### src/rtl/upg_mode_ctrl.sv
// Run/program mode controller: debounces start_pg and sequences the CPU between RUN and
// UART-programming modes, driving the stretched CPU reset and the programmer reset.
module upg_mode_ctrl #(
    parameter int unsigned DEBOUNCE_CYCLES = 4,
    parameter int unsigned RST_STRETCH     = 3
) (
    input  logic       fpga_clk,
    input  logic       fpga_rst,
    input  logic       start_pg,
    input  logic       upg_done_i,
    output logic       start_pulse_o,
    output logic       mode_o,
    output logic       cpu_rst_o,
    output logic       upg_rst_o,
    output logic [1:0] state_o
);

    localparam int unsigned DbW = $clog2(DEBOUNCE_CYCLES + 1);
    localparam int unsigned StW = $clog2(RST_STRETCH + 1);
    localparam logic [DbW-1:0] DbLast = DbW'(DEBOUNCE_CYCLES - 1);
    localparam logic [StW-1:0] StLoad = StW'(RST_STRETCH);
    localparam logic [StW-1:0] StOne  = StW'(1);

    typedef enum logic [1:0] {
        StRstHold = 2'b00,
        StRun     = 2'b01,
        StProg    = 2'b10,
        StDrain   = 2'b11
    } state_e;

    logic [1:0]     sync_q;
    logic           level_q, level_d;
    logic [DbW-1:0] db_cnt_q, db_cnt_d;
    logic           start_pulse_q, start_pulse_d;

    state_e         state_q, state_d;
    logic [StW-1:0] st_cnt_q, st_cnt_d;
    logic           mode_q, mode_d;
    logic           cpu_rst_q, cpu_rst_d;
    logic           upg_rst_q, upg_rst_d;

    // Two-flop synchroniser; start_pg is used nowhere else.
    always_ff @(posedge fpga_clk or posedge fpga_rst) begin
        if (fpga_rst) begin
            sync_q <= 2'b00;
        end else begin
            sync_q <= {sync_q[0], start_pg};
        end
    end

    // Any return to the accepted level restarts the stability count.
    always_comb begin
        level_d       = level_q;
        db_cnt_d      = '0;
        start_pulse_d = 1'b0;
        if (sync_q[1] != level_q) begin
            if (db_cnt_q == DbLast) begin
                level_d       = sync_q[1];
                start_pulse_d = sync_q[1];
            end else begin
                db_cnt_d = db_cnt_q + 1'b1;
            end
        end
    end

    always_ff @(posedge fpga_clk or posedge fpga_rst) begin
        if (fpga_rst) begin
            level_q       <= 1'b0;
            db_cnt_q      <= '0;
            start_pulse_q <= 1'b0;
        end else begin
            level_q       <= level_d;
            db_cnt_q      <= db_cnt_d;
            start_pulse_q <= start_pulse_d;
        end
    end

    always_comb begin
        state_d  = state_q;
        st_cnt_d = st_cnt_q;
        unique case (state_q)
            StRstHold, StDrain: begin
                if (st_cnt_q == StOne) begin
                    state_d = StRun;
                end else begin
                    st_cnt_d = st_cnt_q - 1'b1;
                end
            end
            StRun: begin
                if (start_pulse_q) begin
                    state_d = StProg;
                end
            end
            StProg: begin
                // Completion and user abort both drain; coincident events drain once.
                if (upg_done_i || start_pulse_q) begin
                    state_d  = StDrain;
                    st_cnt_d = StLoad;
                end
            end
            default: begin
                state_d  = StRstHold;
                st_cnt_d = StLoad;
            end
        endcase

        // Outputs decode the next state so they move on the same edge as the state.
        mode_d    = (state_d == StProg);
        cpu_rst_d = (state_d != StRun);
        upg_rst_d = (state_d != StProg);
    end

    always_ff @(posedge fpga_clk or posedge fpga_rst) begin
        if (fpga_rst) begin
            state_q   <= StRstHold;
            st_cnt_q  <= StLoad;
            mode_q    <= 1'b0;
            cpu_rst_q <= 1'b1;
            upg_rst_q <= 1'b1;
        end else begin
            state_q   <= state_d;
            st_cnt_q  <= st_cnt_d;
            mode_q    <= mode_d;
            cpu_rst_q <= cpu_rst_d;
            upg_rst_q <= upg_rst_d;
        end
    end

    assign start_pulse_o = start_pulse_q;
    assign mode_o        = mode_q;
    assign cpu_rst_o     = cpu_rst_q;
    assign upg_rst_o     = upg_rst_q;
    assign state_o       = state_q;

endmodule

### config.mk
export PLATFORM = sky130hd
export DESIGN_NAME = upg_mode_ctrl
export DESIGN_NICKNAME = d
export VERILOG_FILES = /design/src/rtl/upg_mode_ctrl.sv
export SDC_FILE = /design/constraint.sdc
export NUM_CORES = 1
export LEC_CHECK = 0
export CAP_MARGIN = 15
export CORE_AREA = 5 5 42 44
export CTS_CLUSTER_SIZE = 40
export DETAILED_ROUTE_END_ITERATION = 8
export DIE_AREA = 0 0 47 49
export PLACE_DENSITY = 0.7
export SETUP_SLACK_MARGIN = 0.5
export SLEW_MARGIN = 20
export SYNTH_ARGS = -nofsm -noshare
export SYNTH_HDL_FRONTEND = slang
export SYNTH_SLANG_ARGS = --single-unit
### constraint.sdc
create_clock -name fpga_clk -period 2.1 [get_ports fpga_clk]
set_clock_uncertainty 0.05 [all_clocks]
set_input_delay 0.42 -clock fpga_clk [delete_from_list [all_inputs] [get_ports fpga_clk]]
set_output_delay 0.42 -clock fpga_clk [all_outputs]
set_load 0.005 [all_outputs]
# Word level (Yosys, flattened, before mapping)
# Index checks and enable logic that the tools add are counted.
dict set report totals {
  ff_bits 14
  latchBits 0
  ram_bits 0
  romBits 0
  inputBits 4
  out_inout_bits 6
  elab_cells 39
  n_memories 0
}
dict set report op_classes {
  add_sub_neg 2
  multipliers 0
  div_mod_pow 0
  magnitude_cmp 0
  n_eq_ne 11
  n_shift 0
  muxes 11
  n_bitwise 0
  n_reduce_logical 6
}
# op n
set ops {}
lappend ops {{2-to-1 mux 2 bit} 5}
lappend ops {{equality test 2 bit (second input constant)} 3}
lappend ops {{2-to-1 mux 3 bit} 2}
lappend ops {{inequality test 2 bit (second input constant)} 3}
lappend ops {{one-hot mux 2 bit (3 select lines)} 1}
lappend ops {{equality test 2 x 1 -> 1 bit (second input constant)} 2}
lappend ops {{one-hot mux 2 bit (2 select lines)} 1}
lappend ops {{adder 3 x 1 -> 3 bit (second input constant)} 1}
lappend ops {{equality test 3 x 2 -> 1 bit (second input constant)} 1}
lappend ops {{AND reduction 3 bit} 1}
lappend ops {{zero test 2 bit} 1}
lappend ops {{2-to-1 mux 1 bit} 2}
lappend ops {{inequality test 2 x 1 -> 1 bit (second input constant)} 1}
lappend ops {{AND reduction 2 bit} 1}
lappend ops {{nonzero test 2 bit} 1}
lappend ops {{OR reduction 2 bit} 1}
lappend ops {{subtractor 2 x 1 -> 2 bit (second input constant)} 1}
lappend ops {{logical OR 1 bit} 1}
lappend ops {{inequality test 1 bit} 1}

# Longest topological paths before layout
# Gate-level depths: netlist (run 1).
dict set report depth {
  depth_word 4
  ltp_mapped 5
  depth_no_buf 5
}

# Worst setup path before layout (run 1)
# No wires, ideal clock.
dict set report synth_timing {
  path_kind {register -> register}
  from {register state_q[0], in the netlist state_o[0]}
  to {register mode_q, in the netlist mode_o}
  setup_time_ns 0.137
  arrival_time_ns 1.287
  required_ns 1.913
  path_slack_ns 0.626
  path_stages_with_launch 6
  path_buffers 0
  period_less_slack_ns 1.474
  path_cell_list {dfrtp_1 inv_1 ha_1 or2_1 o221ai_2 a21oi_1}
}
dict set report synth_between {
  elab_chain_cells 4
  elab_cells_between_ends 10
  cone_classes {eq/ne: 4; mux: 4; reduce/logical: 2}
}
# element line
set synth_lines {}
lappend synth_lines {{from (decl)} 36} ;# state_e state_q, state_d;
lappend synth_lines {{from (signal assigned)} 115} ;# state_q <= StRstHold;
lappend synth_lines {{from (signal assigned)} 121} ;# state_q <= state_d;
lappend synth_lines {{equality test 2 bit or zero test 2 bit (tied branches)} 81} ;# unique case (state_q)
lappend synth_lines {{OR reduction 2 bit} 81}
lappend synth_lines {{one-hot mux 2 bit (3 select lines) (*)} 81}
lappend synth_lines {{equality test 2 bit (*)} 108} ;# mode_d = (state_d == StProg);
lappend synth_lines {{named net mode_d} 38} ;# logic mode_q, mode_d;
lappend synth_lines {{to (signal assigned)} 123} ;# mode_q <= mode_d;
lappend synth_lines {{to (decl)} 38}
# Mark *: on every way through the listed nets, which the timed path passes. The rest lies on a longest branch.
# A chain may end at the register's enable or synchronous reset.

# Final worst setup path (run 1)
# Same ends and word-level chain as after synthesis.

==> results of run 1 <==
## metal layers
layer | wire length [um] | vias to the layer above | part of all wire
li1 | - | 206 | -
met1 | 464 | 196 | 0.48
met2 | 410 | 9 | 0.43
met3 | 58 | 2 | 0.060
met4 | 26 | 0 | 0.027
met5 | 0 | - | 0
## power breakdown
part / internal, mW / total, mW / switching [mW] / leakage [nW]
combinational: 0.285 / 0.562 / 0.276 / 0.214
sequential: 0.389 / 0.441 / 0.0518 / 0.171
clock: 0.105 / 0.188 / 0.0821 / 0.0210
## cell type report
class | instances | share of cell area
clock buffer | 4 | 0.0457
inverter | 7 | 0.0331
tap | 16 | 0.0252
sequential | 14 | 0.447
timing repair buffer | 12 | 0.137
multi-input combinational | 29 | 0.312
## metrics by stage
stage	instance area, um^2	total power [mW]	instances
6_report	795	1.19	82
5_1_grt	795	1.30	82
4_1_cts	779	1.17	82
3_5_place_dp	727	0.974	75
3_3_place_gp	727	0.962	75
2_1_floorplan	617	0.808	50
## critical path: cells and delay by family (launching register included)
kind / cells / cell delay [ns]
adder cells (fa/ha/maj): 1 / 0.25
buffers and inverters: 1 / 0.14
AND/OR/NAND/NOR: 1 / 0.22
AO/OA/AOI/OAI: 2 / 0.34
flip-flops: 1 / 0.40
## what timing repair did
item	4_1_cts	5_1_grt
setup endpoints to repair	5	7
pin swaps	0	1
buffers inserted	3	0
gates resized for setup	5	3
## logic make-up after synthesis
group           synth area share
fa+ha+maj                 0.0811
simple gates               0.118
mux                       0.0183
flops                      0.576
compound gates             0.150
xor+xnor                  0.0142
buf+inv                   0.0426
## worst max-delay path by stage
stage | startpoint | slack [ns] | endpoint
2_1_floorplan | state_o[0] | 0.63 | mode_o
3_3_place_gp | upg_done_i | 0.54 | mode_o
3_5_place_dp | state_o[0] | 0.52 | mode_o
5_1_grt | state_o[0] | 0.49 | cpu_rst_o
6_report | state_o[0] | 0.59 | mode_o
4_1_cts | mode_o | 0.52 | mode_o
## sequential cells by signal, indices dropped and copies added (netlist names)
signal / count
upg_rst_o: 1
cpu_rst_o: 1
mode_o: 1
st_cnt_q: 2
db_cnt_q: 3
state_o: 2
sync_q: 2
start_pulse_o: 1
level_q: 1
## cells in the final DEF, fill, tap and decap left out, drive strengths merged
master         count
a22oi              1
clkbuf             4
nand2              1
xnor2              1
dlygate4sd2        5
dlymetal6s2s       1
nor3b              2
ha                 4
clkdlybuf4s50      3
dfstp              4
nor2b              1
and3b              1
or2                1
a21oi              1
buf                3
o22ai              1
nor3               1
inv                7
nand2b             1
o21ai              2
nor2               2
o31ai              2
o221ai             1
o21ba              1
nand3              1
mux2               1
and2               1
o311ai             1
a21o               1
dfrtp             10
==> flow_results.xml, run 1 <==
<?xml version="1.0" encoding="UTF-8"?>
<metrics>
  <group name="placed_design">
    <metric name="place_congestion" unit="">0.773</metric>
    <metric name="dp_worst_setup_slack" unit="ns">0.525</metric>
    <metric name="post-dp-hpwl" unit="um">706</metric>
    <metric name="port_buffers" unit="">9</metric>
  </group>
  <group name="worst_setup_path">
    <metric name="crit_chain" unit="">inv_1 &gt; ha_4 &gt; or2_1 &gt; o221ai_2 &gt; a21oi_1</metric>
    <metric name="crit_slowest_cell" unit="">sky130_fd_sc_hd__dfrtp_1</metric>
    <metric name="crit_path_max_cell_delay" unit="ns">0.40</metric>
    <metric name="critPathMaxFanout" unit="">7</metric>
    <metric name="rr_worst_depth" unit="">5</metric>
    <metric name="worst_ep_arrival_time" unit="ns">1.62</metric>
    <metric name="reg2reg_setup_slack" unit="ns">0.59</metric>
    <metric name="crit-reg2reg-capture" unit="">mode_o</metric>
    <metric name="worstSetupStartpointType" unit="">register</metric>
    <metric name="cp_data_required_time" unit="ns">2.20</metric>
    <metric name="worst_setup_path_end_kind" unit="">register</metric>
    <metric name="crit-reg2reg-launch" unit="">state_o[0]</metric>
    <metric name="critPathKind" unit="">register to register</metric>
  </group>
  <group name="detailed_routing">
    <metric name="detail_route.first_pass.iterations" unit="">1</metric>
    <metric name="detail_route.vias_per_cell" unit="">5.04</metric>
    <metric name="drt_drc_violations_left" unit="">0</metric>
    <metric name="vias" unit="">413</metric>
    <metric name="drtAntennaViolNets" unit="">0</metric>
    <metric name="wirelength" unit="um">960</metric>
    <metric name="post_drt_wl_per_cell" unit="um">11.7</metric>
    <metric name="drt_first_iter_violations" unit="">0</metric>
  </group>
  <group name="cells_and_area">
    <metric name="flow.area_growth_from_synthesis" unit="%">28.8</metric>
    <metric name="final_util" unit="">0.567</metric>
    <metric name="multi_input_area" unit="um^2">248</metric>
    <metric name="drive_above_1_share" unit="">0.258</metric>
    <metric name="final.fill_count" unit="">123</metric>
    <metric name="design.final.nets" unit="">75</metric>
    <metric name="antenna_cells" unit="">0</metric>
    <metric name="final-seq-area" unit="um^2">355</metric>
  </group>
  <group name="timing">
    <metric name="whs" unit="ns">0.315</metric>
    <metric name="setup_violations" unit="">0</metric>
    <metric name="setup_total_negative_slack" unit="ns">0</metric>
    <metric name="finalWorstPathRequiredPeriod" unit="ns">1.51</metric>
    <metric name="max-slew-margin-rel" unit="">0.674</metric>
    <metric name="final_hold_viol_count" unit="">0</metric>
    <metric name="slew_violations" unit="">0</metric>
    <metric name="fin_ws" unit="ns">0.586</metric>
    <metric name="final_min_period_over_clock_period" unit="">0.721</metric>
    <metric name="grt_setup_unrepaired" unit="">false</metric>
    <metric name="worst-slew-pin-transition" unit="ns">0.489</metric>
    <metric name="max_clock_freq" unit="MHz">661</metric>
  </group>
  <group name="floorplan">
    <metric name="ioPinCount" unit="">10</metric>
    <metric name="die_y" unit="um">49</metric>
    <metric name="floorplan.initialDensity" unit="">0.440</metric>
    <metric name="fp-row-count" unit="">14</metric>
    <metric name="dieWidth" unit="um">47</metric>
    <metric name="die_area" unit="um^2">2300</metric>
    <metric name="design.core.area" unit="um^2">1400</metric>
  </group>
  <group name="power">
    <metric name="power-per-cell-area" unit="nW/um^2">1500</metric>
    <metric name="total_leakage_power" unit="nW">0.407</metric>
    <metric name="worst_vdd_rail_ir_drop" unit="mV">0.600</metric>
  </group>
  <group name="hold_path">
    <metric name="worst_hold_path.num_cells" unit="">0</metric>
    <metric name="hold_path_end" unit="">sync_q[1]</metric>
    <metric name="worst_hold_startpoint" unit="">sync_q[0]</metric>
    <metric name="hold_path_class" unit="">register to register</metric>
  </group>
  <group name="synthesis">
    <metric name="synthArstFlopShare" unit="">1.00</metric>
    <metric name="synth-seq-area-share" unit="">0.576</metric>
    <metric name="synth-edff-count" unit="">0</metric>
    <metric name="yosysUniqueCellTypes" unit="">26</metric>
    <metric name="postSynthCellCount" unit="">50</metric>
    <metric name="synth_area_leader" unit="">sky130_fd_sc_hd__dfrtp_1</metric>
    <metric name="synth_cell_area" unit="um^2">617</metric>
    <metric name="yosysWarningCount" unit="">0</metric>
    <metric name="synth_flop_cell" unit="">sky130_fd_sc_hd__dfrtp_1</metric>
    <metric name="synth.top_cell.area_share" unit="">0.406</metric>
    <metric name="flop_and_latch_count_out_of_synthesis" unit="">14</metric>
    <metric name="synthesis.area_per_instance" unit="um^2">12.3</metric>
    <metric name="synthMostInstantiatedCell" unit="">sky130_fd_sc_hd__dfrtp_1</metric>
    <metric name="synth_fp_nets" unit="">58</metric>
    <metric name="synthTopCellsByCount" unit="">10 x sky130_fd_sc_hd__dfrtp_1, 6 x sky130_fd_sc_hd__inv_1, 4 x sky130_fd_sc_hd__dfstp_2, 4 x sky130_fd_sc_hd__ha_1</metric>
    <metric name="synth.top_cells.by_area" unit="">sky130_fd_sc_hd__dfrtp_1 41%, sky130_fd_sc_hd__dfstp_2 17%, sky130_fd_sc_hd__ha_1 8.1%</metric>
  </group>
  <group name="global_routing">
    <metric name="grt_antenna_before_repair" unit="">0</metric>
    <metric name="groute.layer.met3.usage" unit="">0.0369</metric>
    <metric name="global_route.peak_usage_layer" unit="">met1</metric>
    <metric name="grtUsageMet2" unit="">0.143</metric>
    <metric name="total_global_routing_overflow" unit="">0</metric>
    <metric name="first_global_vias" unit="">400</metric>
    <metric name="grt_use_met1" unit="">0.151</metric>
    <metric name="largest_net_degree_at_the_start_of_global_routing" unit="">15</metric>
    <metric name="wire_length_of_the_first_global_routing_pass" unit="mm">1.78</metric>
    <metric name="track_usage" unit="">0.107</metric>
  </group>
  <group name="clocking">
    <metric name="post_cts_hold_buffer_count" unit="">0</metric>
    <metric name="clock_buffers_created_by_tritoncts" unit="">3</metric>
    <metric name="tritoncts_num_sinks" unit="">14</metric>
    <metric name="cts-root-to-sink-buffers" unit="">2</metric>
    <metric name="cts.htree.levels" unit="">1</metric>
    <metric name="worstSkewPairLatency" unit="ns">0.27</metric>
    <metric name="cts_tree" unit="">built</metric>
    <metric name="clk_pin_slew_worst_paths" unit="ns">0.08</metric>
    <metric name="cts.root.buffer_cell" unit="">sky130_fd_sc_hd__clkbuf_4</metric>
  </group>
  <group name="status">
    <metric name="result_of_the_run" unit="">finished clean</metric>
  </group>
  <group name="flow_run">
    <metric name="drv_cap" unit="">0</metric>
  </group>
</metrics>
No activity file was read; power rests on OpenSTA's default activity.
==> inputs of run 2 (changes only) <==
--- a/config.mk
+++ b/config.mk
@@ -6,11 +6,11 @@
 export NUM_CORES = 1
 export LEC_CHECK = 0
 export CAP_MARGIN = 15
-export CORE_AREA = 5 5 42 44
+export CORE_MARGIN = 5
+export CORE_UTILIZATION = 44
 export CTS_CLUSTER_SIZE = 40
 export DETAILED_ROUTE_END_ITERATION = 8
-export DIE_AREA = 0 0 47 49
-export PLACE_DENSITY = 0.7
+export PLACE_DENSITY = 0.69
 export SETUP_SLACK_MARGIN = 0.5
 export SLEW_MARGIN = 20
 export SYNTH_ARGS = -nofsm -noshare
==> constraint.sdc (replaced) <==
create_clock -name fpga_clk -period 1.39 [get_ports fpga_clk]
set_clock_uncertainty 0.05 [all_clocks]
set_input_delay 0.278 -clock fpga_clk [delete_from_list [all_inputs] [get_ports fpga_clk]]
set_output_delay 0.278 -clock fpga_clk [all_outputs]
set_load 0.005 [all_outputs]
==> run 2 against run 1 <==
Wire length up 32%. Sequential cell count stayed put. Non-clock buffer count up 11. Setup slack got worse by 0.66 ns. Register-to-register slack lost 0.66 ns. Die area fell by 2.3%. The flow now finishes with violations (setup timing).
==> flow_results.xml, run 2 (synthesis gave the netlist of run 1 again) <==
<?xml version="1.0" encoding="UTF-8"?>
<metrics>
  <group name="detailed_routing">
    <metric name="met1Wirelength" unit="um">527</metric>
    <metric name="met2RoutedLength" unit="um">654</metric>
    <metric name="drt_first_iter_violations" unit="">8</metric>
    <metric name="detail_route.vias_per_cell" unit="">5.08</metric>
    <metric name="post_drt_wl_per_cell" unit="um">13.8</metric>
    <metric name="detail_route.first_pass.iterations" unit="">2</metric>
    <metric name="vias" unit="">467</metric>
    <metric name="drt_drc_violations_left" unit="">0</metric>
    <metric name="top_layer_used" unit="">met4</metric>
    <metric name="drtAntennaViolNets" unit="">0</metric>
    <metric name="wirelength" unit="mm">1.27</metric>
    <metric name="routed-wl-met3" unit="um">53</metric>
  </group>
  <group name="global_routing">
    <metric name="largest_net_degree_at_the_start_of_global_routing" unit="">15</metric>
    <metric name="first_global_vias" unit="">497</metric>
    <metric name="total_global_routing_overflow" unit="">0</metric>
    <metric name="track_usage" unit="">0.149</metric>
    <metric name="grt_antenna_before_repair" unit="">0</metric>
    <metric name="wire_length_of_the_first_global_routing_pass" unit="mm">2.22</metric>
  </group>
  <group name="timing">
    <metric name="whs" unit="ns">0.241</metric>
    <metric name="final_hold_viol_count" unit="">0</metric>
    <metric name="max_clock_freq" unit="MHz">682</metric>
    <metric name="finalWorstPathRequiredPeriod" unit="ns">1.47</metric>
    <metric name="slew_violations" unit="">0</metric>
    <metric name="max-slew-margin-rel" unit="">0.754</metric>
    <metric name="setup_total_negative_slack" unit="ns">-0.299</metric>
    <metric name="final_min_period_over_clock_period" unit="">1.05</metric>
    <metric name="fin_ws" unit="ns">-0.0762</metric>
    <metric name="setup_violations" unit="">6</metric>
    <metric name="grt_setup_unrepaired" unit="">true</metric>
    <metric name="worst-slew-pin-transition" unit="ns">0.368</metric>
  </group>
  <group name="worst_setup_path">
    <metric name="cp_data_required_time" unit="ns">1.48</metric>
    <metric name="critPathKind" unit="">register to register</metric>
    <metric name="worstSetupStartpointType" unit="">register</metric>
    <metric name="critPathMaxFanout" unit="">6</metric>
    <metric name="worst_ep_arrival_time" unit="ns">1.56</metric>
    <metric name="worst_setup_path_end_kind" unit="">register</metric>
  </group>
  <group name="clocking">
    <metric name="cts_tree" unit="">built</metric>
    <metric name="cts.root.buffer_cell" unit="">sky130_fd_sc_hd__clkbuf_4</metric>
    <metric name="clk_pin_slew_worst_paths" unit="ns">0.08</metric>
    <metric name="tritoncts_num_sinks" unit="">14</metric>
    <metric name="cts.htree.levels" unit="">1</metric>
    <metric name="clock_buffers_created_by_tritoncts" unit="">3</metric>
    <metric name="worstSkewPairLatency" unit="ns">0.27</metric>
    <metric name="cts-root-to-sink-buffers" unit="">2</metric>
  </group>
  <group name="hold_path">
    <metric name="hold_path_class" unit="">primary input to asynchronous set/reset pin</metric>
  </group>
  <group name="cells_and_area">
    <metric name="final.fill_count" unit="">79</metric>
    <metric name="design.final.nets" unit="">86</metric>
    <metric name="flow.area_growth_from_synthesis" unit="%">62.5</metric>
    <metric name="largest_register_ff_count" unit="">3</metric>
    <metric name="drive_above_1_share" unit="">0.649</metric>
    <metric name="final_cells" unit="">92</metric>
    <metric name="mostFrequentLayoutCells" unit="">10 x sky130_fd_sc_hd__dfrtp_1, 10 x sky130_fd_sc_hd__buf_4, 7 x sky130_fd_sc_hd__buf_6</metric>
    <metric name="register_name_with_the_most_flops" unit="">db_cnt_q</metric>
    <metric name="antenna_cells" unit="">0</metric>
  </group>
  <group name="placed_design">
    <metric name="port_buffers" unit="">9</metric>
    <metric name="dp_worst_setup_slack" unit="ns">-0.0369</metric>
    <metric name="dpl_cells" unit="">81</metric>
    <metric name="place_congestion" unit="">0.706</metric>
    <metric name="post-dp-hpwl" unit="um">799</metric>
  </group>
  <group name="power">
    <metric name="worst_vdd_rail_ir_drop" unit="mV">1.46</metric>
    <metric name="power-per-cell-area" unit="nW/um^2">2530</metric>
    <metric name="total_leakage_power" unit="nW">0.480</metric>
  </group>
  <group name="flow_run">
    <metric name="drv_cap" unit="">0</metric>
  </group>
  <group name="floorplan">
    <metric name="die_y" unit="um">47.4</metric>
    <metric name="die_area" unit="um^2">2250</metric>
    <metric name="dieWidth" unit="um">47.4</metric>
    <metric name="fp-row-count" unit="">13</metric>
    <metric name="design.core.area" unit="um^2">1320</metric>
    <metric name="floorplan.initialDensity" unit="">0.468</metric>
    <metric name="ioPinCount" unit="">10</metric>
  </group>
  <group name="status">
    <metric name="result_of_the_run" unit="">complete, but fails checks</metric>
    <metric name="violations" unit="">setup timing</metric>
  </group>
</metrics>
## run 2: cell types whose count changed in the layout (fill, tap and decap cells not counted), sizes merged
| cell | before | now |
|---|---|---|
| buf | 3 | 20 |
| dlymetal6s2s | 1 | 0 |
| dlygate4sd2 | 5 | 0 |
## run 2: cell type report
cell class / instances / area [um^2] / area share
Clock buffer: 4 / 36.3 / 0.0362
Sequential cell: 14 / 355 / 0.355
Timing Repair Buffer: 23 / 199 / 0.199
Multi-Input combinational cell: 29 / 367 / 0.366
Inverter: 7 / 26.3 / 0.0262
Tap cell: 15 / 18.8 / 0.0187
## run 2: power breakdown
group          leakage, nW  total (mW)  internal (mW)  switching (mW)
Combinational        0.288        1.55          0.898           0.649
Clock               0.0210       0.283          0.159           0.124
Sequential           0.171       0.704          0.591           0.114
## run 2: routing by layer
layer,vias to the layer above,global-route usage
met5,-,0
met4,0,0.0663
met3,4,0.0489
met2,10,0.254
met1,220,0.169
li1,233,-
## run 2: timing repair
action	in CTS	in global routing
hold endpoints to repair	0	0
pin swaps	3	3
hold buffers	0	0
resized for setup	42	7
endpoints found under the setup margin	18	18
buffers inserted	7	0
## run 2: critical path: stages, from the launching register on
cell and delay [ns]:
sky130_fd_sc_hd__dfrtp_1 0.39, sky130_fd_sc_hd__buf_6 0.13, sky130_fd_sc_hd__ha_4 0.23, sky130_fd_sc_hd__or2_4 0.24
sky130_fd_sc_hd__o221ai_4 0.24, sky130_fd_sc_hd__a21oi_1 0.07
## run 2: worst paths after layout
path	to	startpoint	cells after the start	slack (ns)
max in group asynchronous	upg_rst_o	fpga_rst	3	0.82
setup / recovery	mode_o	state_o[1]	5	-0.08
hold / removal	sync_q[1]	fpga_rst	3	0.24
setup reg to reg	mode_o	state_o[1]	5	-0.08
min in group fpga_clk	sync_q[1]	sync_q[0]	0	0.31
hold reg to reg	sync_q[1]	sync_q[0]	0	0.31
## run 2: per-stage QoR
step                utilization  cell area [um^2]  power (mW)
finish                    0.761              1000        2.53
detailed placement        0.618               815        1.68
global route              0.761              1000        2.72
CTS                       0.726               956        2.35
global placement          0.618               815        1.66
floorplan                     -               653        1.31
==> patch 1 (settings of run 2) <==
Add an input register stage for `start_pg` and `upg_done_i`, cleared by the reset; this delays them by one clock.
--- a/src/rtl/upg_mode_ctrl.sv
+++ b/src/rtl/upg_mode_ctrl.sv
@@ -28,6 +28,19 @@
         StDrain   = 2'b11
     } state_e;
 
+    logic start_pg_q;
+    logic upg_done_q;
+
+    always_ff @(posedge fpga_clk or posedge fpga_rst) begin
+        if (fpga_rst) begin
+            start_pg_q <= '0;
+            upg_done_q <= '0;
+        end else begin
+            start_pg_q <= start_pg;
+            upg_done_q <= upg_done_i;
+        end
+    end
+
     logic [1:0]     sync_q;
     logic           level_q, level_d;
     logic [DbW-1:0] db_cnt_q, db_cnt_d;
@@ -44,7 +57,7 @@
         if (fpga_rst) begin
             sync_q <= 2'b00;
         end else begin
-            sync_q <= {sync_q[0], start_pg};
+            sync_q <= {sync_q[0], start_pg_q};
         end
     end
 
@@ -93,7 +106,7 @@
             end
             StProg: begin
                 // Completion and user abort both drain; coincident events drain once.
-                if (upg_done_i || start_pulse_q) begin
+                if (upg_done_q || start_pulse_q) begin
                     state_d  = StDrain;
                     st_cnt_d = StLoad;
                 end
Check against the original RTL: not equivalent (Yosys sat finds a counterexample within 10 cycles, from zero or initial values and one cycle with fpga_rst high).
==> patch 1 against run 2 <==
The flow still finishes with violations (negative setup slack); total power is 7.1% lower; routed wire length is 3.4% lower; worst setup slack better by 6.9 ps; sequential cell count is 2 higher; design area is 0.87% higher; area after synthesis is 9.3% higher; via count is 0.86% higher.
==> patch 1: results (changes against run 2) <==
leakage power figure - 0.473 nW (was 0.480 nW)
Top Family by Delay on Critical Path - compound AO/OA/AOI/OAI gates (was flip-flops)
net switching component of the power - 0.785 mW (was 0.887 mW)
worst slack, placed - -146 ps (was -36.9 ps)
post-layout worst setup margin - -69.3 ps (was -76.2 ps)
fraction of area in clock buffers and inverters - 3.59% (was 3.62%)
Cells after DPL - 85 (was 81)
ratio of cells with drive above 1 in the final layout - 56.4% (was 64.9%)
met2 wire length - 616 µm (was 654 µm)
Synth top cells by count - sky130_fd_sc_hd__dfrtp_1 (12), sky130_fd_sc_hd__inv_1 (7), sky130_fd_sc_hd__dfstp_2 (4), sky130_fd_sc_hd__ha_1 (4) (was sky130_fd_sc_hd__dfrtp_1 (10), sky130_fd_sc_hd__inv_1 (6), sky130_fd_sc_hd__dfstp_2 (4), sky130_fd_sc_hd__ha_1 (4))
met2 Track Usage GR - 18.5% (was 25.4%)
Finish-stage setup viols - 3 (was 6)
Data buffer area share - 18.6% (was 19.9%)
footprint of the multi-input gates - 334 µm² (was 367 µm²)
average size of a mapped cell - 12.7 µm² (was 12.3 µm²)
net count after synthesis - 61 (was 58)
largest net degree at the start of global routing - 17 (was 15)
result of the run - finished, violations left (unchanged)
global-route track usage on met1 - 13.4% (was 16.9%)
violated checks - negative setup slack (unchanged)
length of routed wiring on met1 - 522 µm (was 527 µm)
via count of the first global-routing pass - 531 (was 497)
Worst VDD drop - 1.29 mV (was 1.46 mV)
sequential-to-total area share from yosys stat - 60.1% (was 57.6%)
post-route worst hold slack - 243 ps (was 241 ps)
Iter 0 DRT Violations - 3 (was 8)
DR vias/cell - 5.01 (was 5.08)
final wirelength - 1220 µm (was 1270 µm)
total global-route track usage - 11.8% (was 14.9%)
wire length per cell after detailed routing - 13.0 µm (was 13.8 µm)
gp weighted congestion - 0.820 (was 0.706)
share of cell area taken by flip-flops and latches - 40.2% (was 35.5%)
fill cell total of the finished layout - 101 (was 79)
global-route wire length before repair - 2190 µm (was 2220 µm)
end of the critical path - upg_rst_o$_DFF_PP1_ (was mode_o$_DFF_PP0_)
slew at the pin closest to its max-slew limit - 286 ps (was 368 ps)
reg2reg start - state_o[0]$_DFF_PP0_ (was state_o[1]$_DFF_PP0_)
Post-Route Setup TNS - -126 ps (was -299 ps)
bufs w/o clock - 22 (was 23)
width of the chip - 49.2 µm (was 47.4 µm)
dpl hpwl - 825 µm (was 799 µm)
layout net count - 87 (was 86)
Synth Register Bits - 16 (was 14)
post-route cell area - 0.00101 mm² (was 0.00100 mm²)
Area contributors post-synth - sky130_fd_sc_hd__dfrtp_1 (45%), sky130_fd_sc_hd__dfstp_2 (16%), sky130_fd_sc_hd__ha_1 (7.4%) (was sky130_fd_sc_hd__dfrtp_1 (41%), sky130_fd_sc_hd__dfstp_2 (17%), sky130_fd_sc_hd__ha_1 (8.1%))
routed wl met3 - 52 µm (was 53 µm)
[patch 1: logic make-up (layout without fill, tap and decap cells)]
family          after synthesis  in the layout  share of synthesized area, %
compound gates               11             11                          12.6
xor+xnor                      1              1                          1.30
fa+ha+maj                     4              4                          7.42
buf+inv                       8             33                          5.57
flops                        16             16                          60.1
mux                           2              2                          3.15
simple gates                 11             11                          9.83
[patch 1: worst min-delay path, delay by kind of cell]
kind	cells	cell delay [ps]
buf+inv	3	660
[patch 1: power groups by stage]
stage	logic [mW]	registers, mW	clock network (mW)
2_1_floorplan	0.647	0.734	0
3_3_place_gp	1.01	0.725	0
3_5_place_dp	1.02	0.728	0
4_1_cts	1.24	0.744	0.309
5_1_grt	1.45	0.782	0.323
6_report	1.30	0.758	0.294
[patch 1: repair_timing]
action / 4_1_cts / 5_1_grt
gates resized for setup: 41 / 4
setup endpoints to repair: 18 / 18
pin swaps: 3 / 2
buffers inserted: 3 / 2
==> patch 2 (config.mk and constraints of run 2) <==
Without the edit above. Set the parameter `RST_STRETCH` to 2 (it was 3).
--- a/src/rtl/upg_mode_ctrl.sv
+++ b/src/rtl/upg_mode_ctrl.sv
@@ -2,7 +2,7 @@
 // UART-programming modes, driving the stretched CPU reset and the programmer reset.
 module upg_mode_ctrl #(
     parameter int unsigned DEBOUNCE_CYCLES = 4,
-    parameter int unsigned RST_STRETCH     = 3
+    parameter int unsigned RST_STRETCH     = 2
 ) (
     input  logic       fpga_clk,
     input  logic       fpga_rst,
Behaviour: not the same (a bounded check fails within 4 cycles, from zero or initial values and one cycle with fpga_rst high).
==> patch 2 against run 2 <==
Area after synthesis fell by 0.20%; the flow still finishes with violations (negative setup slack); routed wire length rose by 23%; worst setup slack got worse by 120 ps; fmax fell by 7.8%; design area rose by 2.5%; total power fell by 0.89%; critical path type unchanged; sequential cell count did not move; count of clock-buffer cells in the layout did not move.
==> patch 2: results (changes against run 2) <==
flip-flop and latch area - 354 µm² (was 355 µm²)
violated checks - negative setup slack (unchanged)
setup slack, reg-to-reg - -200 ps (was -80 ps)
first drt pass iteration count - 2 (unchanged)
Top Family by Delay on Critical Path - flip-flops (unchanged)
number of gates resized after CTS - 43 (was 42)
post-layout worst setup margin - -201 ps (was -76.2 ps)
worst slack, placed - -285 ps (was -36.9 ps)
fill cell total of the finished layout - 82 (was 79)
Clock Latency Late Sink - 280 ps
gp weighted congestion - 0.859 (was 0.706)
area of placed instances - 822 µm² (was 815 µm²)
number of port buffers - 9 (unchanged)
total global-route track usage - 16.8% (was 14.9%)
power per cell area - 2440 mW/mm² (was 2530 mW/mm²)
ratio of cells with drive above 1 in the final layout - 67.1% (was 64.9%)
arrival time worst endpoint - 1750 ps (was 1560 ps)
Slowest Stage Delay on Critical Path - 430 ps (was 390 ps)
worst reg2reg endpoint - upg_rst_o$_DFF_PP1_ (was mode_o$_DFF_PP0_)
routed wl met3 - 97 µm (was 53 µm)
leakage power figure - 0.492 nW (was 0.480 nW)
met2 wire length - 811 µm (was 654 µm)
type of the worst min-delay path - input pin to asynchronous set/reset pin (unchanged)
H-tree levels - 1 (unchanged)
Finish-stage setup viols - 7 (was 6)
switching portion of total power - 34.3% (was 35.0%)
global-route wire length before repair - 2400 µm (was 2220 µm)
total sequential power - 0.667 mW (was 0.704 mW)
length of routed wiring on met1 - 618 µm (was 527 µm)
Max transition margin - 82.2% (was 75.4%)
share of flip-flops with an asynchronous set or reset - 100% (unchanged)
Gate power share - 61.4% (was 61.0%)
Worst VDD drop - 1.82 mV (was 1.46 mV)
DR vias/cell - 5.15 (was 5.08)
layout net count - 91 (was 86)
buffers inserted by post-CTS timing repair - 6 (was 7)
final wirelength - 1560 µm (was 1270 µm)
Iter 0 DRT Violations - 2 (was 8)
depth of the worst register-to-register path - 5 (unchanged)
Area contributors post-synth - sky130_fd_sc_hd__dfrtp_1 (45%), sky130_fd_sc_hd__dfstp_2 (13%), sky130_fd_sc_hd__ha_1 (8.1%) (was sky130_fd_sc_hd__dfrtp_1 (41%), sky130_fd_sc_hd__dfstp_2 (17%), sky130_fd_sc_hd__ha_1 (8.1%))
Synth top cells by count - sky130_fd_sc_hd__dfrtp_1 (11), sky130_fd_sc_hd__inv_1 (6), sky130_fd_sc_hd__ha_1 (4), sky130_fd_sc_hd__dfstp_2 (3), sky130_fd_sc_hd__nor3_1 (3) (was sky130_fd_sc_hd__dfrtp_1 (10), sky130_fd_sc_hd__inv_1 (6), sky130_fd_sc_hd__dfstp_2 (4), sky130_fd_sc_hd__ha_1 (4))
dpl hpwl - 911 µm (was 799 µm)
via count of the first global-routing pass - 525 (was 497)
largest fanout on the critical path - 5 (was 6)
result of the run - finished, violations left (unchanged)
sequential-to-total area share from yosys stat - 57.5% (was 57.6%)
-- patch 2: kinds of logic after synthesis --
kind of cell	count (synthesis)	share of synthesized area [%]
muxes	2	3.46
AOI/OAI and AO/OA	10	11.8
buffers and inverters	7	5.49
DFF	14	57.5
and+or+nand+nor	12	12.2
adders and majority gates	4	8.13
xor gates and xnor gates	1	1.42
-- patch 2: area by class of cell --
class | count | share of cell area (%)
multi-input combinational | 29 | 32.9
sequential | 14 | 34.5
clock buffer | 4 | 3.53
inverter | 6 | 2.19
timing repair buffer | 29 | 25.1
tap | 15 | 1.83
-- patch 2: per-layer routing --
metal	global-route usage [%]	vias up
met4	12.2	0
li1	-	239
met2	28.6	11
met1	16.1	245
met3	6.90	5
met5	0	-
-- patch 2: stage by stage --
stage,hold WS [ps],std cells,TNS (ps)
floorplan,115,50,-917
global placement,287,85,-861
detailed placement,285,85,-1160
CTS,234,95,-678
global route,255,97,-1420
finish,228,97,-905
